**src/rtl/rv32i_types.sv**
```systemverilog
// Shared types for the memory-side cache arbiter.
package rv32i_types;

    localparam int unsigned DEFAULT_LINE_W = 256;

    typedef enum logic [1:0] {
        IDLE,
        SERVE_I,
        SERVE_D
    } arb_state_t;

    // Encoding of the 1-bit last_grant register.
    localparam logic GRANT_I = 1'b0;
    localparam logic GRANT_D = 1'b1;

endpackage

```
**src/rtl/cache_arbiter.sv**
```systemverilog
// Arbitrates I-cache fills and D-cache fills/writebacks onto one shared memory port.
// One transaction at a time, round-robin on ties, never preempted.
module cache_arbiter
    import rv32i_types::*;
#(
    parameter int unsigned ADDR_W = 32,
    parameter int unsigned LINE_W = DEFAULT_LINE_W
) (
    input  logic              clk,
    input  logic              reset,

    input  logic              imem_read,
    input  logic [ADDR_W-1:0] imem_address,
    output logic [LINE_W-1:0] imem_rdata,
    output logic              imem_resp,

    input  logic              dmem_read,
    input  logic              dmem_write,
    input  logic [ADDR_W-1:0] dmem_address,
    input  logic [LINE_W-1:0] dmem_wdata,
    output logic [LINE_W-1:0] dmem_rdata,
    output logic              dmem_resp,

    output logic              pmem_read,
    output logic              pmem_write,
    output logic [ADDR_W-1:0] pmem_address,
    output logic [LINE_W-1:0] pmem_wdata,
    input  logic [LINE_W-1:0] pmem_rdata,
    input  logic              pmem_resp
);

    arb_state_t        state_q;
    logic              last_grant_q;
    logic [ADDR_W-1:0] addr_q;
    logic [LINE_W-1:0] wdata_q;
    logic              write_q;
    logic              pmem_read_q;
    logic              pmem_write_q;

    logic i_req;
    logic d_req;
    logic grant_i;

    assign i_req = imem_read;
    assign d_req = dmem_read | dmem_write;
    // On a tie, favour whoever was not served last.
    assign grant_i = i_req & (~d_req | (last_grant_q == GRANT_D));

    always_ff @(posedge clk) begin
        if (reset) begin
            state_q      <= IDLE;
            last_grant_q <= GRANT_I;
            addr_q       <= '0;
            wdata_q      <= '0;
            write_q      <= 1'b0;
            pmem_read_q  <= 1'b0;
            pmem_write_q <= 1'b0;
        end else begin
            unique case (state_q)
                IDLE: begin
                    if (grant_i) begin
                        state_q      <= SERVE_I;
                        addr_q       <= imem_address;
                        pmem_read_q  <= 1'b1;
                        pmem_write_q <= 1'b0;
                    end else if (d_req) begin
                        // A simultaneous read+write is performed as the write only.
                        state_q      <= SERVE_D;
                        addr_q       <= dmem_address;
                        wdata_q      <= dmem_wdata;
                        write_q      <= dmem_write;
                        pmem_read_q  <= ~dmem_write;
                        pmem_write_q <= dmem_write;
                    end
                end
                SERVE_I: begin
                    if (pmem_resp) begin
                        state_q      <= IDLE;
                        last_grant_q <= GRANT_I;
                        pmem_read_q  <= 1'b0;
                        pmem_write_q <= 1'b0;
                    end
                end
                SERVE_D: begin
                    if (pmem_resp) begin
                        state_q      <= IDLE;
                        last_grant_q <= GRANT_D;
                        pmem_read_q  <= 1'b0;
                        pmem_write_q <= 1'b0;
                    end
                end
                default: begin
                    state_q      <= IDLE;
                    pmem_read_q  <= 1'b0;
                    pmem_write_q <= 1'b0;
                end
            endcase
        end
    end

    assign pmem_read    = pmem_read_q;
    assign pmem_write   = pmem_write_q;
    assign pmem_address = addr_q;
    assign pmem_wdata   = wdata_q;

    assign imem_resp  = (state_q == SERVE_I) & pmem_resp;
    assign dmem_resp  = (state_q == SERVE_D) & pmem_resp;
    assign imem_rdata = pmem_rdata;
    assign dmem_rdata = pmem_rdata;

    logic unused_write_q;
    assign unused_write_q = write_q;

endmodule

```
**config.mk**
```make
export PLATFORM = sky130hd
export DESIGN_NAME = cache_arbiter
export DESIGN_NICKNAME = d
export VERILOG_FILES = /design/src/rtl/rv32i_types.sv /design/src/rtl/cache_arbiter.sv
export SDC_FILE = /design/constraint.sdc
export NUM_CORES = 1
export LEC_CHECK = 0
export ABC_AREA = 0
export CORE_AREA = 2 2 533 535
export CTS_CLUSTER_SIZE = 10
export DETAILED_ROUTE_END_ITERATION = 16
export DIE_AREA = 0 0 535 537
export PLACE_DENSITY = 0.3
export SYNTH_ARGS = -nofsm -noshare
export SYNTH_HDL_FRONTEND = slang
export SYNTH_SLANG_ARGS = --single-unit
```
**constraint.sdc**
```tcl
create_clock -name clk -period 2.9 [get_ports clk]
set_input_delay 0.87 -clock clk [delete_from_list [all_inputs] [get_ports clk]]
set_output_delay 0.87 -clock clk [all_outputs]
set_load 0.01 [all_outputs]
```
# --- After elaboration in Yosys (flattened, before gate mapping) ---
# Index checks and enable logic that the tools add are counted.
totals:
  regBits: 293
  inputBits: 582
  output_inout_bits: 804
  word_cells: 43
op_classes:
  n_eq_ne: 6
  n_mux: 15
  bitwise: 8
  n_reduce_logical: 8
ops:
  columns: ["op", "count"]
  rows:
  - ["two-way mux 32 bit", 2]
  - ["two-way mux 1 bit", 6]
  - ["two-way mux 2 bit", 3]
  - ["one-hot mux 1 bit (2 select lines)", 3]
  - ["AND reduction 3 bit", 2]
  - ["!= test 2 bit, second input constant", 2]
  - ["one-hot mux 2 bit (2 select lines)", 1]
  - ["AND reduction 2 bit", 2]
  - ["nonzero test 2 bit", 2]
  - ["bitwise AND 1 bit", 3]
  - ["!= test 3 bit, second input constant", 1]
  - ["NOT 1 bit", 3]
  - ["== test 2 x 1 -> 1 bit, second input constant", 1]
  - ["== test 2 bit, second input constant", 1]
  - ["zero test 2 bit", 1]
  - ["!= test 2 x 1 -> 1 bit, second input constant", 1]
  - ["bitwise OR 1 bit", 2]
  - ["OR reduction 2 bit", 1]

# --- Depth between registers and ports, before layout ---
# Gate-level depths: netlist (run 1).
logic_depth:
  ltp_word: 6
  depth_mapped: 8
  depth_no_buf: 5

# --- Worst setup path after synthesis (run 1) ---
# OpenSTA, ideal clock, no wires.
synth_timing:
  path_type: "input to register"
  startpoint: "input dmem_read"
  endpoint: "register pmem_read_q, in the netlist pmem_read"
  setup_ns: 0.060
  arrival_time_ns: 1.857
  required_ns: 2.840
  path_slack_ns: 0.983
  stages: 4
  n_path_buf: 1
  path_cell_list: "buf_4 > or4b_4 > a21oi_4 > a22o_1"
synth_via:
  elab_chain_cells: 6
  elab_cells_between_ends: 8
  classes_between: "eq/ne (1); mux (2); bitwise (4); reduce/logical (1)"
synth_rtl:
  columns: ["element", "line_no", "rtl"]
  rows:
  - ["from (decl)", "cache_arbiter.sv:17", "input logic dmem_read,"]
  - ["bitwise OR 1 bit *", "cache_arbiter.sv:45", "assign d_req = dmem_read | dmem_write;"]
  - ["NOT 1 bit", "cache_arbiter.sv:47", "assign grant_i = i_req & (~d_req | (last_grant_q == GRANT_D));"]
  - ["bitwise OR 1 bit", "cache_arbiter.sv:47", null]
  - ["bitwise AND 1 bit", "cache_arbiter.sv:47", null]
  - ["two-way mux 1 bit or != test 3 bit (tied branches)", null, null]
  - ["one-hot mux 1 bit (2 select lines) or AND reduction 2 bit (tied branches)", null, null]
  - ["to (signal assigned)", "cache_arbiter.sv:72", "pmem_read_q <= ~dmem_write;"]
  - ["to (decl)", "cache_arbiter.sv:37", "logic pmem_read_q;"]
# Every way passes the cells marked *; elsewhere a longest branch is shown, timed or not.
# A chain may end at the register's enable or synchronous reset.

# --- Worst setup path in the final report (run 1) ---
layout_timing:
  startpoint: "register wdata_q[82], in the netlist pmem_wdata[82]"
  endpoint: "output pmem_wdata[82]"
layout_rtl:
  columns: ["element", "line_no", "rtl"]
  rows:
  - ["from (decl)", "cache_arbiter.sv:35", "logic [LINE_W-1:0] wdata_q;"]
  - ["from (signal assigned)", "cache_arbiter.sv:70", "wdata_q <= dmem_wdata;"]
  - ["to (decl)", "cache_arbiter.sv:27", "output logic [LINE_W-1:0] pmem_wdata,"]
# No word-level cell between the ends.

==> metrics.md, run 1 <==
| Metric | Value |
|---|---|
| Status | completed |
| Gpl congestion | around 0.77 |
| R2R cell count | 6 |
| Skew final | 0.0488 ns |
| Number of library cell types mapped by synthesis | 31 |
| Io pins | 1,386 |
| Pin count of the biggest net entering global routing | between 80 and 90 |
| CTS clk-pin slew, worst paths | 0.06 ns |
| Flops & latches, synth | 293 |
| Post-route DRC | 0 |
| Leakage power | roughly 7.2 nW |
| Fin. max-slew vios | 0 |
| First-pass GRT wire length | 169 mm |
| Crit-path cells | clkdlybuf4s50_1 |
| Pwr dens | roughly 620 nW/um^2 |
| CP Max Fanout | 2 |
| Crit path max-delay family | buffers and inverters |
| Largest family of logic cells by synthesized area | buffers and inverters |
| Hold Path Class | flip-flop to flip-flop |
| FF-to-FF setup slack | 0.61 ns |
| Kind of critical path | flip-flop to primary output |
| Core ar. | between 200,000 and 300,000 sq um |
| Row count | 195 |
| Mapped Cells | roughly 1,900 |
| Die extent in x | 535 microns |
| Vias per cell | ~2.5 |
| Commonest non-fill, non-tap cell in the layout | clkdlybuf4s50_1 |
| Register area | 5870 sq um |
| Drt total wl | 137 mm |
| WP data required | around 2 ns |
| Die area | roughly 290,000 sq um |
| Top cells by area, synth | dfxtp_1 (38%), buf_4 (26%), nand3_1 (9.4%) |
| Final setup viols | 0 |
| Mux cell area share after synthesis | 0 |
| RSZ-0062 raised after global routing | false |
| Final hold violations | 0 |
| CTS tree | built |
| Clock Latency Late Sink | 0.69 ns |
| Most frequent cells in the layout | clkdlybuf4s50_1 (594), dfxtp_1 (293), nand3_1 (287) |
| CP Capture Type | primary output |
| Synth area leader | dfxtp_1 |
| Post-Synth Adder-Cell Area | 0.00246 |
| Synth-to-layout area growth | 55.7% |
| Worst Max-Slew Pin Slew | about 0.90 ns |
| Max-cap viol count | 0 |
| Ys Warns | 0 |
| Slew HR | 0.401 |
| Hold_ws | between 0.4 and 0.5 ns |
| Mapped Area | 15,300 sq um |
| Vias after detailed routing | 14,048 |
| Post-synthesis xor/xnor area fraction | 0 |
| Hold EP | pmem_wdata[49]$_SDFFE_PP0P_ |
| GRT overflow | 0 |
| Simple-gate area share of the yosys netlist | 0.105 |
| R2R Path End | pmem_wdata[156]$_SDFFE_PP0P_ |
| Post-route insts no fill | between 5,000 and 6,000 |
| CP max stage delay | ~0.90 ns |
| Inst Count DP | 5,647 |
| Fraction of layout cells with a size suffix above 1 | 0.0777 |
| H-tree depth | 2 |
| Compound-Gate Fraction of Synth Area | 0.206 |
| Top cell type's share of synthesized area | 0.384 |
| RR Startpoint | state_q[0]$_SDFFE_PP0P_ |
| Root Driver | clkbuf_16 |
| Tot GR Track Use | 0.0913 |
| WHS Path Cells | 2 |
| CTS Sinks | approximately 300 |
| Worst path arrival time | ~1.9 ns |
| Fin crit period | between 2 and 3 ns |
| Fin crit share | 0.962 |
| Hold_sp | pmem_wdata[49]$_SDFFE_PP0P_ |
| Footprint of the multi-input gates | 4820 sq um |
| Net count after synthesis | about 2,500 |
| Sequential fraction of the synthesis area | 0.384 |
| Cts bufs inserted | 45 |
| Die height | ~540 microns |
| Vias in the first global route | roughly 14,000 |
| Nets | approximately 2,500 |
| Routed len/inst | 23.9 microns |
| Crit path buffers/inverters | 1 |
| Fill cells | roughly 33,000 |
| Count of input and output buffers | between 600 and 700 |
| Starting Density | 0.0543 |
| Slowest CP cell | clkdlybuf4s50_1 |
| Max clock buf depth | 3 |
| Post-DP HPWL | 113 mm |
| Initial antenna violation count | 21 |
| 1st-iter DRT viols | slightly below 800 |
| Max rail drop VDD | approximately 390 uV |
| Syn avg cell area | roughly 8.1 sq um |
| Router iterations before antenna repair | 5 |
| Post-route ant nets | 0 |
| Startpoint types | flip-flop |
| Max Clock Freq | ~0.36 GHz |
-- worst max path at each step --
stage                                              from                      to  slack (ns)  depth (start not counted)
final                       pmem_wdata[82]$_SDFFE_PP0P_          pmem_wdata[82]        0.11                          1
after floorplan                               dmem_read  pmem_read$_SDFFE_PP0P_        0.98                          4
after CTS                 pmem_address[12]$_SDFFE_PP0P_        pmem_address[12]       0.004                          1
after detailed placement                      pmem_resp               dmem_resp       -0.63                          3
after global routing        pmem_wdata[15]$_SDFFE_PP0P_          pmem_wdata[15]        0.04                          1
after global placement                        pmem_resp               dmem_resp       -0.64                          3
-- stage by stage --
step / util / cell area (sq um) / TNS (ns) / setup slack [ns] / total power, mW
after detailed placement: 0.0795 / 22400 / -1.02 / -0.625 / 9.44
after floorplan: - / 15300 / 0 / 0.983 / 7.16
after global placement: 0.0795 / 22400 / -1.03 / -0.642 / 9.46
final: 0.0846 / 23800 / 0 / 0.111 / 14.7
after CTS: 0.0845 / 23800 / 0 / 0.00436 / 15.3
after global routing: 0.0845 / 23800 / 0 / 0.0439 / 15.6
-- flip-flops by register name, summed over array words and instances (netlist names) --
signal / count
pmem_address: 32
last_grant_q: 1
pmem_write: 1
pmem_wdata: 256
pmem_read: 1
state_q: 2
-- power by group --
group	switching [mW]	leakage [nW]	internal, mW
combinational	2.53	4.14	1.80
sequential	0.322	2.42	4.53
clock	2.39	0.689	3.18
-- cell type report --
type / instances / area share
diodes: 8 / 0.000842
repair buffers: 687 / 0.292
clock buffers: 67 / 0.0546
well taps: 3743 / 0.197
inverters: 6 / 0.00126
flip-flops and latches: 293 / 0.247
clock inverters: 11 / 0.00500
multi-input cells: 918 / 0.203
-- routing by layer --
metal | part of all wire | GRT usage | vias up
met5 | 0.00077 | 0.00263 | -
met4 | 0.062 | 0.0557 | 6
met3 | 0.19 | 0.0763 | 378
met2 | 0.43 | 0.138 | 946
met1 | 0.32 | 0.0838 | 6569
li1 | - | - | 6149
-- synth_stat cells, drive strengths merged --
master	instances
a21oi	258
a22o	2
a2bb2oi	1
a311oi	31
a31oi	1
a32o	2
and2	1
buf	596
clkbuf	83
dfxtp	293
ha	3
inv	6
nand2	2
nand2b	1
nand3	287
nor2	33
nor3b	1
o211a	1
o21ai	288
o21ba	1
o21bai	1
o2bb2ai	1
o31a	1
or4	1
or4b	1
-- kinds of logic after synthesis --
kind of cell	Yosys count
buffers and inverters	685
AOI/OAI and AO/OA	588
and+or+nand+nor	327
DFF	293
adders and majority gates	3
-- worst register-to-register path: cells and delay by family, from the launching register on --
| kind | cells | cell delay [ns] |
|---|---|---|
| AO/OA/AOI/OAI | 2 | 0.31 |
| adder cells (fa/ha/maj) | 1 | 0.30 |
| buffers and inverters | 3 | 1.20 |
| flip-flops | 1 | 0.37 |
-- timing repair --
action                     CTS  global route
buffers inserted             0             0
setup endpoints to repair   13             1
pin swaps                    0             0
gates resized for setup     16             1
hold buffers                 0             0
cloned                       0             0
Note: power is estimated with default switching activity, not from simulation.
==> inputs of run 2 (changes only) <==
--- a/config.mk
+++ b/config.mk
@@ -8,6 +8,7 @@
 export ABC_AREA = 0
-export CORE_AREA = 2 2 533 535
+export CORE_AREA = 2 2 541 543
 export CTS_CLUSTER_SIZE = 10
 export DETAILED_ROUTE_END_ITERATION = 16
-export DIE_AREA = 0 0 535 537
+export DIE_AREA = 0 0 543 545
+export DONT_BUFFER_PORTS = 1
 export PLACE_DENSITY = 0.3
--- a/constraint.sdc
+++ b/constraint.sdc
@@ -3,2 +3,2 @@
 set_output_delay 0.87 -clock clk [all_outputs]
-set_load 0.01 [all_outputs]
+set_load 0.02 [all_outputs]
==> run 2 against run 1 <==
Effect of this change: die area grew 3.0%; wire length grew 2.7%; critical path depth rose by 2; cell area decreased by 26%; clock power rose by 1%; non-clock buffer count shrank 652; register-to-register slack improved by 0.13 ns; clock skew is 0.019 ns lower; power fell by 7.4%; worst setup slack gained 0.20 ns; critical path type unchanged.
==> metrics.md, run 2 (synthesized netlist as in run 1, its figures left out) <==
| Metric | Value |
|---|---|
| Status | completed |
| Switching share of power | 0.391 (+0.0353) |
| Area post-placement | 16,000 sq um (-28%) |
| Vias after detailed routing | 12,231 (-13%) |
| Synth-to-layout area growth | 14.5% |
| Worst Setup SP | state_q[0]$_SDFFE_PP0P_ |
| Fin crit share | 0.893 (-0.0684) |
| Worst path arrival time | 1.72 ns (-0.20 ns) |
| CP Max Fanout | 3 (+1) |
| Drt total wl | 141 mm (+2.7%) |
| Leakage power | 4.66 nW (-36%) |
| Hold Path Class | input port to flip-flop |
| Pin count of the biggest net entering global routing | 292 (+250%) |
| Final hold violations | 0 (unchanged) |
| Skew final | 0.0294 ns (-0.0194 ns) |
| Post-route cell area | 17,500 sq um (-26%) |
| Io pins | 1,386 (unchanged) |
| Hold_sp | dmem_wdata[117] |
| H-tree depth | 2 (unchanged) |
| RSZ-0062 raised after global routing | false |
| Slew HR | 0.263 (-0.138) |
| CP Capture Type | primary output |
| Post-DP HPWL | 118 mm (+3.8%) |
| Post-CTS Setup Inserts | 0 (unchanged) |
| WP data required | 2.03 ns (about the same) |
| Gpl congestion | 0.839 (+8.8%) |
| Commonest non-fill, non-tap cell in the layout | dfxtp_1 |
| 1st-iter DRT viols | 1,102 (+38%) |
| First-pass GRT wire length | 166 mm (-1.9%) |
| Final setup viols | 0 (unchanged) |
| Max-cap viol count | 0 (unchanged) |
| Final core utilization | 0.0603 (-0.0242) |
| Pwr dens | 780 nW/um^2 (+26%) |
| Count of input and output buffers | 0 (-100%) |
| CTS resizes | 0 (-16) |
| Die extent in x | 543 microns (+1.5%) |
| Worst Max-Slew Pin Slew | 1.11 ns (+0.206 ns) |
| Die area | 296,000 sq um (+3.0%) |
| Most frequent cells in the layout | dfxtp_1 (293), nand3_1 (287), o21ai_0 (282) |
| Fin crit period | 2.59 ns (-0.198 ns) |
| FF-to-FF setup slack | 0.74 ns (+0.13 ns) |
| Initial antenna violation count | 65 (+210%) |
| Post-route DRC | 0 (unchanged) |
| Clock Latency Late Sink | 0.69 ns (about the same) |
| Tot GR Track Use | 0.0902 (-0.00112) |
| RR Startpoint | state_q[0]$_SDFFE_PP0P_ |
| Kind of critical path | flip-flop to primary output |
| Hold_buf cts | 0 (unchanged) |
| Fin. max-slew vios | 0 (unchanged) |
| Fraction of layout cells with a size suffix above 1 | 0.0828 (+0.00513) |
| Routed len/inst | 26.8 microns (+12%) |
| Sw Pwr | 5.33 mW (+1.8%) |
| Vias in the first global route | 11,709 (-19%) |
| Share of total power in the clock network | 0.411 (+0.034) |
| CTS clk-pin slew, worst paths | 0.06 ns (about the same) |
| Root Driver | clkbuf_16 |
| Setup total negative slack | 0 ns (unchanged) |
| Row count | 198 (+1.5%) |
| Sequential fraction of design power | 0.446 (+0.117) |
| CTS tree | built |
| Post-route ant nets | 0 (unchanged) |
| Vias per cell | 2.33 (-4.8%) |
| Core ar. | 290,000 sq um (+3.1%) |
| Router iterations before antenna repair | 6 (+1) |
| Combinational fraction of design power | 0.143 (-0.151) |
| CTS Sinks | 293 (unchanged) |
| Max clock buf depth | 3 (unchanged) |
| Max rail drop VDD | 356 uV (-9.3%) |
| Int Power | 8.32 mW (-12%) |
| Starting Density | 0.0527 (-0.00164) |
| Startpoint types | flip-flop |
| Max Clock Freq | 0.386 GHz (+7.7%) |
| Die height | 545 microns (+1.5%) |
| Cts bufs inserted | 45 (unchanged) |
| Nets | 1,884 (-26%) |
| GRT overflow | 0 (unchanged) |
| Max reg flops | 256 (unchanged) |
| Fill cells | 34,237 (+4.1%) |
==> run 2: cell count changes in the layout (fill, tap and decap cells not counted), sizes merged <==
cell,previous run,this run
clkinv,6,9
inv,8,11
bufinv,1,3
diode,8,17
dlymetal6s2s,1,0
dlygate4sd2,12,0
clkbuf,67,58
clkinvlp,2,1
clkdlybuf4s15,1,0
clkdlybuf4s50,594,0
buf,79,35
==> run 2: final cells by class <==
type	instances	area [sq um]	share of cell area
timing repair buffer	35	438	0.0250
clock inverter	18	216	0.0124
sequential	293	5870	0.335
antenna	17	42.5	0.00243
clock buffer	58	1200	0.0689
multi-input combinational	918	4820	0.276
inverter	6	30.0	0.00172
tap	3900	4880	0.279
==> run 2: power groups by stage <==
stage / clock network, mW / registers [mW] / logic (mW)
2_1_floorplan: 0 / 5.42 / 2.40
3_3_place_gp: 0 / 6.28 / 1.99
3_5_place_dp: 0 / 6.27 / 2.00
4_1_cts: 5.98 / 6.19 / 2.01
5_1_grt: 6.06 / 6.26 / 2.19
6_report: 5.62 / 6.08 / 1.95
==> run 2: per-layer routing <==
layer,vias to the layer above,track usage,wire length [microns]
li1,4859,-,-
met1,5640,0.0659,34700
met2,1227,0.139,60800
met3,487,0.0942,33400
met4,18,0.0613,11200
met5,-,0.0109,529
==> run 2: critical path, cell delays in order (launching register included) <==
cell and delay, ns:
dfxtp_1 0.34, inv_1 0.12, ha_1 0.15, and2_1 0.45
==> run 2: metrics by stage <==
stage | instances | hold slack [ns] | total power [mW] | setup slack, ns
after floorplan | 1896 | 0.470 | 7.83 | 0.928
after global placement | 5152 | 0.488 | 8.27 | 0.410
after detailed placement | 5152 | 0.490 | 8.28 | 0.408
after CTS | 5228 | 0.205 | 14.2 | 0.124
after global routing | 5233 | 0.257 | 14.5 | 0.164
final | 5245 | 0.323 | 13.7 | 0.310
==> run 2: final timing paths <==
path,end,cells after the start
setup / recovery,dmem_resp,3
hold / removal,pmem_wdata[117]$_SDFFE_PP0P_,2
setup reg to reg,pmem_wdata[70]$_SDFFE_PP0P_,5
hold reg to reg,pmem_read$_SDFFE_PP0P_,1
